File: config.mk
export PLATFORM = sky130hd
export DESIGN_NAME = speed_ticker
export DESIGN_NICKNAME = d
export VERILOG_FILES = /design/src/rtl/speed_ticker.sv
export SDC_FILE = /design/constraint.sdc
export NUM_CORES = 1
export LEC_CHECK = 0
export ABC_AREA = 1
export BUFFER_PORTS_ARGS = -buffer_cell sky130_fd_sc_hd__buf_2
export CORE_MARGIN = 4
export CORE_UTILIZATION = 56
export DETAILED_ROUTE_END_ITERATION = 10
export PLACE_DENSITY = 0.73
export SLEW_MARGIN = 20
export SYNTH_ARGS = -nofsm -noshare
export SYNTH_HDL_FRONTEND = slang
export SYNTH_SLANG_ARGS = --single-unit
export TNS_END_PERCENT = 1
File: constraint.sdc
create_clock -name iCLK -period 12.2 [get_ports iCLK]
set_input_delay 1.83 -clock iCLK [delete_from_list [all_inputs] [get_ports iCLK]]
set_output_delay 1.83 -clock iCLK [all_outputs]
set_load 0.005 [all_outputs]
File: src/rtl/speed_ticker.sv
// speed_ticker: turns key-FSM up/down strobes into a saturating speed level and a periodic one-cycle tick
module speed_ticker #(
    parameter int LEVELS = 8,
    parameter int BASE_DIV = 6_250_000,
    parameter int RESET_LEVEL = 1,
    localparam int LW = $clog2(LEVELS)
) (
    input  logic          iCLK,
    input  logic          iRST,
    input  logic          iENABLE,
    input  logic          iUP_DOWN,
    output logic [LW-1:0] oLEVEL,
    output logic          oTICK,
    output logic          oSAT,
    output logic          oMAX,
    output logic          oMIN
);
    localparam int CW_RAW = $clog2(BASE_DIV * (LEVELS - 1));
    localparam int CW = CW_RAW < 1 ? 1 : CW_RAW;
    localparam logic [LW-1:0] MAX_L = LW'(LEVELS - 1);
    localparam logic [LW-1:0] RST_L = LW'(RESET_LEVEL);

    logic          en_s1_q, en_s2_q, en_prev_q, ud_s1_q, ud_s2_q;
    logic [LW-1:0] level_q, level_d;
    logic [CW-1:0] cnt_q, cnt_d;
    logic          tick_q, tick_d, sat_q, sat_d;
    logic          cmd, at_lim, accept, wrap;
    logic [31:0]   period, last;

    always_comb begin
        cmd     = en_s2_q & ~en_prev_q;
        at_lim  = ud_s2_q ? level_q == MAX_L : level_q == '0;
        accept  = cmd & ~at_lim;
        sat_d   = cmd & at_lim;
        level_d = accept ? (ud_s2_q ? level_q + LW'(1) : level_q - LW'(1)) : level_q;
        // period is a constant multiply of the remaining level count, widened before compare
        period  = 32'(BASE_DIV) * (32'(LEVELS) - 32'(level_q));
        last    = period - 32'd1;
        wrap    = level_q != '0 && 32'(cnt_q) == last;
        // an accepted command restarts the period and suppresses a coincident tick
        cnt_d   = (accept || level_q == '0 || wrap) ? '0 : cnt_q + CW'(1);
        tick_d  = wrap & ~accept;
    end

    always_ff @(posedge iCLK or posedge iRST) begin
        if (iRST) begin
            en_s1_q   <= 1'b0;
            en_s2_q   <= 1'b0;
            en_prev_q <= 1'b0;
            ud_s1_q   <= 1'b0;
            ud_s2_q   <= 1'b0;
            level_q   <= RST_L;
            cnt_q     <= '0;
            tick_q    <= 1'b0;
            sat_q     <= 1'b0;
        end else begin
            en_s1_q   <= iENABLE;
            en_s2_q   <= en_s1_q;
            en_prev_q <= en_s2_q;
            ud_s1_q   <= iUP_DOWN;
            ud_s2_q   <= ud_s1_q;
            level_q   <= level_d;
            cnt_q     <= cnt_d;
            tick_q    <= tick_d;
            sat_q     <= sat_d;
        end
    end

    assign oLEVEL = level_q;
    assign oTICK  = tick_q;
    assign oSAT   = sat_q;
    assign oMAX   = level_q == MAX_L;
    assign oMIN   = level_q == '0;
endmodule

== Yosys cells after proc, flatten, opt, wreduce, memory -nomap -nowiden ==
Cells that the tools add are included.

* Bits in registers: 36
* Input port bits: 4
* Output and inout port bits: 7
* Logic and storage cells: 32

* Add/sub/neg operators: 5
* Multipliers: 1
* Equality and inequality tests: 2
* Multiplexer cells: 3
* Bitwise operators: 7
* Reductions and logical operators: 5

{| class="wikitable"
|+ Operators by type and width
! cell !! count
|-
| == test 26 x 32 -> 1 bit || 1
|-
| multiplier 19 x 32 -> 28 bit (first input constant) || 1
|-
| subtractor 32 x 1 -> 32 bit (second input constant) || 1
|-
| adder 26 x 1 -> 26 bit (second input constant) || 1
|-
| two-way mux 26 bit || 1
|-
| subtractor 4 x 3 -> 5 bit (first input constant) || 1
|-
| bitwise AND 1 bit || 4
|-
| adder 3 x 1 -> 3 bit (second input constant) || 1
|-
| == test 3 bit (second input constant) || 1
|-
| logical NOT 3 bit || 1
|-
| two-way mux 3 bit || 1
|-
| NOT 1 bit || 3
|-
| nonzero test 3 bit || 1
|-
| subtractor 3 x 1 -> 3 bit (second input constant) || 1
|-
| logical OR 1 bit || 2
|-
| logical AND 1 bit || 1
|-
| two-way mux 1 bit || 1
|}

== Logic depth before layout (Yosys ltp) ==
Gate-level depths: netlist of run 1.

* Word-level depth: 7
* Depth in mapped cells: 35
* Gate-level depth less buffers: 34

== Least setup slack after synthesis of run 1 ==
OpenSTA, ideal clock, no wires.

* Path kind: register -> register
* From: register level_q[0] (netlist: oLEVEL[0])
* To: register cnt_q[12]
* Library setup time: 122 ps
* Data arrival time: 5,486 ps
* Required time: 12,078 ps
* Setup slack: 6,591 ps
* Cell stages (with the launch flop): 29
* Buffers on the path: 1
* Clock period less this slack: 5,609 ps
* Cells stage by stage: dfstp_2 -> inv_2 -> ha_1 -> ha_1 -> inv_1 -> fa_1 -> inv_1 -> ha_1 -> ha_1 -> fa_1 -> ha_1 -> ha_1 -> ha_1 -> nand2_1 -> nor3_1 -> nand3_1 -> nand3_1 -> nand2_1 -> nand3_1 -> inv_1 -> nand3_1 -> nor2_1 -> nor2_1 -> nand3_1 -> nor2_1 -> nand2_2 -> nand2_4 -> buf_12 -> nor2_2

* Word-level cells in the longest chain between the ends: 7
* Elaborated cells between the ends (all ways): 14
* Classes of those cells: add/sub (2); mul (1); eq/ne (2); mux (2); bitwise (2); reduce/logical (5)

{| class="wikitable"
|+ Ends and longest elaborated chain
! element !! line !! text
|-
| start: declaration || 24 || <nowiki>logic [LW-1:0] level_q, level_d;</nowiki>
|-
| start signal: assignment || 62 || <nowiki>level_q <= level_d;</nowiki>
|-
| subtractor 4 x 3 -> 5 bit || 37 || <nowiki>period = 32'(BASE_DIV) * (32'(LEVELS) - 32'(level_q));</nowiki>
|-
| multiplier 19 x 32 -> 28 bit || 37 ||
|-
| subtractor 32 x 1 -> 32 bit || 38 || <nowiki>last = period - 32'd1;</nowiki>
|-
| net last[4] || 28 || <nowiki>logic [31:0] period, last;</nowiki>
|-
| == test 26 x 32 -> 1 bit || 39 || <nowiki>wrap = level_q != '0 && 32'(cnt_q) == last;</nowiki>
|-
| logical AND 1 bit || 39 ||
|-
| logical OR 1 bit || 41 || <nowiki>cnt_d = (accept || level_q == '0 || wrap) ? '0 : cnt_q + CW'(1);</nowiki>
|-
| two-way mux 26 bit || 41 ||
|-
| net cnt_d[12] || 25 || <nowiki>logic [CW-1:0] cnt_q, cnt_d;</nowiki>
|-
| end signal: assignment || 63 || <nowiki>cnt_q <= cnt_d;</nowiki>
|-
| end: declaration || 25 ||
|}

The timed path passes the listed nets, and every way through them passes these cells.
A chain may end at the register's enable or synchronous reset.

== Worst setup path in the final report of run 1 ==
* From: register level_q[0] (netlist: oLEVEL[0])
* To: register cnt_q[20]

The elaborated chain is that of the path after synthesis.

==> results of run 1 <==
[kinds of logic (layout without fill, tap and decap cells)]
| group | count (synthesis) | in the layout | share of synthesized area |
|---|---|---|---|
| AOI/OAI and AO/OA | 27 | 27 | 0.0308 |
| xor gates and xnor gates | 28 | 28 | 0.0544 |
| and+or+nand+nor | 339 | 339 | 0.336 |
| DFF | 36 | 36 | 0.200 |
| adders and majority gates | 91 | 91 | 0.274 |
| buffers and inverters | 116 | 132 | 0.105 |
[state kept, by name (all words and copies together), names as in the netlist]
signal and flops:
cnt_q 26, oLEVEL 3, en_prev_q 1, en_s1_q 1, en_s2_q 1, oSAT 1
oTICK 1, ud_s1_q 1, ud_s2_q 1
[area by class of cell]
cell class                      instances  area [um^2]  area share
Clock buffer                            5         68.8      0.0144
Clock inverter                          3         42.5     0.00893
Inverter                              113          429      0.0901
Multi-Input combinational cell        485         3140       0.658
Sequential cell                        36          902       0.189
Tap cell                              102          128      0.0268
Timing Repair Buffer                   11         57.6      0.0121
[layer usage]
| layer | track usage | up-vias |
|---|---|---|
| met5 | 0 | - |
| li1 | - | 2032 |
| met1 | 0.263 | 1844 |
| met4 | 0.0596 | 0 |
| met2 | 0.402 | 72 |
| met3 | 0.0171 | 13 |
[worst register-to-register path: cells and delay by family, from the launching register on]
| kind | cells | cell delay, ns |
|---|---|---|
| adders and majority gates | 9 | 3.31 |
| buffers and inverters | 4 | 0.54 |
| DFF | 1 | 0.77 |
| and+or+nand+nor | 14 | 1.75 |
[worst max-delay path by stage]
stage	start	endpoint	slack [ns]	cells after the start
floorplan	oLEVEL[0]	cnt_q[12]	6.59	28
global placement	oLEVEL[0]	cnt_q[25]	5.97	31
detailed placement	oLEVEL[0]	cnt_q[19]	5.79	27
CTS	oLEVEL[0]	cnt_q[4]	5.77	27
global route	oLEVEL[0]	cnt_q[21]	5.24	27
finish	oLEVEL[0]	cnt_q[20]	5.74	27
[per-stage QoR]
step	instances	util
2_1_floorplan	637	-
3_3_place_gp	747	0.599
3_5_place_dp	747	0.599
4_1_cts	755	0.613
5_1_grt	755	0.613
6_report	755	0.613
[cells in the final DEF, fill, tap and decap left out, drive strengths merged, types with 2 or more instances in the layout]
cell type and count:
clkbuf 5, nand3b 4, or2 3, fa 13
xor2 26, nor3 8, inv 113, ha 78
dfrtp 35, nand3 56, buf 11, nor4 3
nand2 168, nor2 85, a21oi 13, o21ai 13
xnor2 2, nand4 11
[Yosys cell counts, drive strengths merged]
| master | n |
|---|---|
| nand4 | 11 |
| a21oi | 13 |
| ha | 78 |
| xor2 | 26 |
| nor3 | 8 |
| dfstp | 1 |
| and2 | 1 |
| buf | 3 |
| xnor2 | 2 |
| o21ai | 13 |
| fa | 13 |
| nand3 | 56 |
| inv | 113 |
| nand3b | 4 |
| a22o | 1 |
| nand2 | 168 |
| or2 | 3 |
| nor4 | 3 |
| nor2 | 85 |
| dfrtp | 35 |
==> run_results.csv, run 1 <==
group,metric,value,unit
setup_path,r2r_cells,27,
drt,drt_wl_total,9730,um
drt,vias,3961,
grt,antenna_found_initial,0,
clocking,cts_made_buffers,5,
setup_path,ff2ff_setup_slack,5.74,ns
drt,drt_iter0_markers,141,
setup_path,worstPathMaxFanout,26,
finish,fill_cells,751,
finish,final_area,4760,um^2
setup_path,required,12.37,ns
synthesis,synth.area.top_cells,"ha_1 (22%), dfrtp_1 (19%), nand2_1 (13%)",
timing,relSlewSlack,0.568,
clocking,clk_pin_slew_worst_paths,0.08,ns
outcome,status,"finished clean",
drt,drt_pass1_iterations,5,
floorplan,die_x,97.7,um
drt,via_per_inst,5.25,
setup_path,crit_arrival,6.64,ns
timing,setup_slack,5.74,ns
setup_path,rr_startpoint,"oLEVEL[0]",
clocking,worstSkewPairLatency,0.29,ns
timing,timing.hold.ws,0.351,ns
floorplan,die_h,97.7,um
clocking,h-tree-depth,2,
placement,port_buffers,10,
timing,final-max-slew-violation-count,0,
synthesis,syn-num-nets,732,
clocking,cts-root-buf,"clkbuf_8",
timing,fin_crit_sh,0.530,
placement,gp_congestion,0.873,
timing,setup_tns,0,ns
synthesis,synth_warnings,0,
clocking,post_cts_buffers,0,
drt,antenna_left,0,
grt,track_usage,0.215,
setup_path,crit_buf_inv,4,
placement,dp_hpwl,8040,um
hold_path,whs_endpoint,"ud_s2_q",
clocking,cts_tree,"yes",
setup_path,path_common_cell,"ha_1",
grt,grt_pass1_vias,3910,
finish,diodes,0,
clocking,cts_resized,0,
grt,grt_max_degree,37,
timing,skew,0.00431,ns
drt,wl_met3,304,um
finish,drive_gt1_frac,0.0842,
hold_path,hp-start,"ud_s1_q",
finish,nets,747,
setup_path,crit_path_top_delay_cell,"dfstp_2",
timing,hold_viol,0,
grt,grt-ovfl-total,0,
setup_path,slowest_delay,0.77,ns
clocking,cts_hold_buf,0,
timing,grt_setup_unrepaired,"false",
floorplan,boundaryPins,11,
drt,wl_met1,4310,um
timing,worst_pin_slew,0.648,ns
drt,drc,0,
synthesis,synthDominantCellAreaShare,0.216,
hold_path,worstHoldPathCells,0,
timing,finalSetupViolCount,0,
synthesis,ys_seq_area_frac,0.200,
floorplan,fp-row-count,32,
synthesis,ys_ff_latch,36,
placement,pre_cts_ws,5.79,ns
hold_path,min_path_type,"register to register",
setup_path,crit_type,"register to register",
placement,placed_cell_area,4650,um^2
clocking,cts_buffer_depth,2,
setup_path,critPathLaunchType,"register",
timing,final.min_clock_period,6.46,ns
run,max-cap-violations,0,
floorplan,dieArea,9550,um^2
drt,wl_met2,4950,um
drt,routed.top_layer,"met4",
setup_path,critPathCaptureType,"register",
setup_path,cp_top_family,"adder cells",
finish,area_delta_synth_final,5.63,%
setup_path,timing.rr.end,"cnt_q[20]",
synthesis,synthCells,637,
synthesis,synth_area_per_cell,7.08,um^2
floorplan,initial_core_util,0.581,
clocking,cts.sinks,36,
timing,max_freq,155,MHz
drt,wl_per_cell,12.9,um
synthesis,synth.largest_area_cell,"ha_1",
synthesis,synth.distinct_cells,30,
grt,grt_pass1_wl,17200,um
synthesis,syn_area,4510,um^2
floorplan,fp.coreArea,7770,um^2
Power of run 1 is left out: the tool's default activity adds up to more than one toggle a clock period on the data nets, which glitch-free logic cannot reach.
==> inputs of run 2 (changes only) <==
--- a/config.mk
+++ b/config.mk
@@ -10,7 +10,7 @@
 export CORE_MARGIN = 4
 export CORE_UTILIZATION = 56
 export DETAILED_ROUTE_END_ITERATION = 10
-export PLACE_DENSITY = 0.73
+export PLACE_DENSITY = 0.75
 export SLEW_MARGIN = 20
 export SYNTH_ARGS = -nofsm -noshare
 export SYNTH_HDL_FRONTEND = slang
==> constraint.sdc (replaced) <==
create_clock -name iCLK -period 5.2 [get_ports iCLK]
set_input_delay 0.78 -clock iCLK [delete_from_list [all_inputs] [get_ports iCLK]]
set_output_delay 0.78 -clock iCLK [all_outputs]
set_load 0.005 [all_outputs]
==> run 2 against run 1 <==
The run now ends with setup timing left. First-iteration DRC count is 50% higher. Utilization rose by 14 points. Critical path depth grew 4. Worst setup slack got worse by 5.8 ns. Final area up 22%. Global-route usage rose by 2.4 points. Fmax grew 24%. Sequential share of layout area decreased by 3.4 points. Routed wire length grew 29%. Die area unchanged. Highest routed layer unchanged.
==> run_results.csv, run 2 (synthesis gave the netlist of run 1 again) <==
group,metric,value,unit
drt,drt_wl_total,12500,um
setup_path,slowest_delay,0.66,ns
floorplan,dieArea,9550,um^2
placement,port_buffers,10,
drt,wl_per_cell,15.6,um
grt,grt-ovfl-total,0,
timing,setup_slack,-0.0157,ns
clocking,cts-root-buf,"clkbuf_8",
timing,finalSetupViolCount,7,
floorplan,boundaryPins,11,
setup_path,crit_path_top_delay_cell,"dfstp_4",
grt,grt_max_degree,37,
finish,regMostFlops,"cnt_q",
drt,vias,4404,
drt,drc,0,
clocking,cts_hold_buf,0,
timing,setup_tns,-0.0604,ns
outcome,status,"finished with violations",
setup_path,worstPathMaxFanout,8,
timing,relSlewSlack,0.705,
finish,final_common_cell,"nand2_1",
clocking,clk_pin_slew_worst_paths,0.07,ns
timing,hold_viol,0,
floorplan,fp-row-count,32,
timing,final-max-slew-violation-count,0,
timing,timing.hold.ws,0.352,ns
clocking,worstSkewPairLatency,0.30,ns
drt,via_per_inst,5.48,
drt,antenna_left,0,
drt,drt_iter0_markers,212,
outcome,violations,"setup timing",
setup_path,critPathLaunchType,"register",
timing,skew,0.00789,ns
timing,worst_pin_slew,0.442,ns
drt,drt_pass1_iterations,5,
run,max-cap-violations,0,
timing,fin_crit_sh,1.00,
finish,diodes,0,
placement,gp_congestion,0.918,
clocking,h-tree-depth,2,
hold_path,min_path_type,"register to register",
finish,nets,795,
timing,max_freq,192,MHz
timing,final.min_clock_period,5.22,ns
floorplan,initial_core_util,0.581,
timing,grt_setup_unrepaired,"true",
floorplan,die_x,97.7,um
clocking,cts_buffer_depth,2,
floorplan,fp.coreArea,7770,um^2
finish,area_delta_synth_final,29.1,%
placement,dp_hpwl,8790,um
finish,final_cell_mix,"nand2_1 (128), inv_1 (100), nor2_1 (54)",
finish,drive_gt1_frac,0.302,
setup_path,required,5.38,ns
setup_path,critPathCaptureType,"register",
finish,largest_reg_flops,26,
clocking,cts.sinks,36,
clocking,cts_tree,"yes",
grt,grt_pass1_wl,19100,um
floorplan,die_h,97.7,um
grt,antenna_found_initial,0,
setup_path,crit_arrival,5.40,ns
grt,track_usage,0.239,
grt,grt_pass1_vias,4317,
clocking,cts_made_buffers,5,
setup_path,crit_type,"register to register",
run 2: cell count changes in the layout (fill, tap and decap cells not counted), moves of 10 or more:
cell     change
nand2_2     +24
ha_4        +26
nor2_1      -16
buf_4       +44
ha_1        -32
nand3_1     -11
inv_1       -10
nand2_1     -31
nor2_2      +11
run 2: repair_timing:
action | CTS | global route
setup buffers | 0 | 3
gates cloned | 0 | 1
resized for setup | 17 | 105
endpoints found under the setup margin | 27 | 27
pin swaps | 1 | 49
run 2: path summary, 6_finish.rpt:
check	startpoint	to	slack [ns]	cells after the start
worst max-delay path	oLEVEL[0]	cnt_q[7]	-0.02	31
worst min register to register	en_s1_q	en_s2_q	0.35	0
worst max register to register	oLEVEL[0]	cnt_q[7]	-0.02	31
min in group asynchronous	iRST	cnt_q[23]	0.57	3
max in group asynchronous	iRST	oLEVEL[0]	4.29	3
worst min-delay path	en_s1_q	en_s2_q	0.35	0
run 2: cell type report:
class                      count  area [um^2]
clock inverter                 3         42.5
clock buffer                   5         68.8
tap                          102          128
fill                         566         1940
sequential                    36          906
timing repair buffer          59          455
inverter                     113          439
multi-input combinational    485         3780
run 2: routing by layer:
layer / wire length, um / vias up / global-route usage / share of wire
li1: - / 2134 / - / -
met1: 4930 / 2075 / 0.285 / 0.39
met2: 6610 / 141 / 0.431 / 0.53
met3: 432 / 54 / 0.0243 / 0.034
met4: 572 / 0 / 0.110 / 0.046
met5: 0 / - / 0 / 0
run 2: through the flow:
step | std cells | utilization | setup slack (ns) | cell area [um^2]
after floorplan | 637 | - | 0.00754 | 4590
after global placement | 791 | 0.654 | -0.153 | 5080
after detailed placement | 791 | 0.654 | -0.287 | 5080
after CTS | 799 | 0.679 | -0.118 | 5280
after global routing | 803 | 0.750 | -0.252 | 5820
final | 803 | 0.750 | -0.0157 | 5820
run 2: worst max-delay path: cells and delay by family (launching register included):
kind          cells  cell delay [ns]
simple gates     17             1.42
buf+inv           5             0.43
flops             1             0.66
fa+ha+maj         9             2.59
Power of run 2 is left out for the same reason.
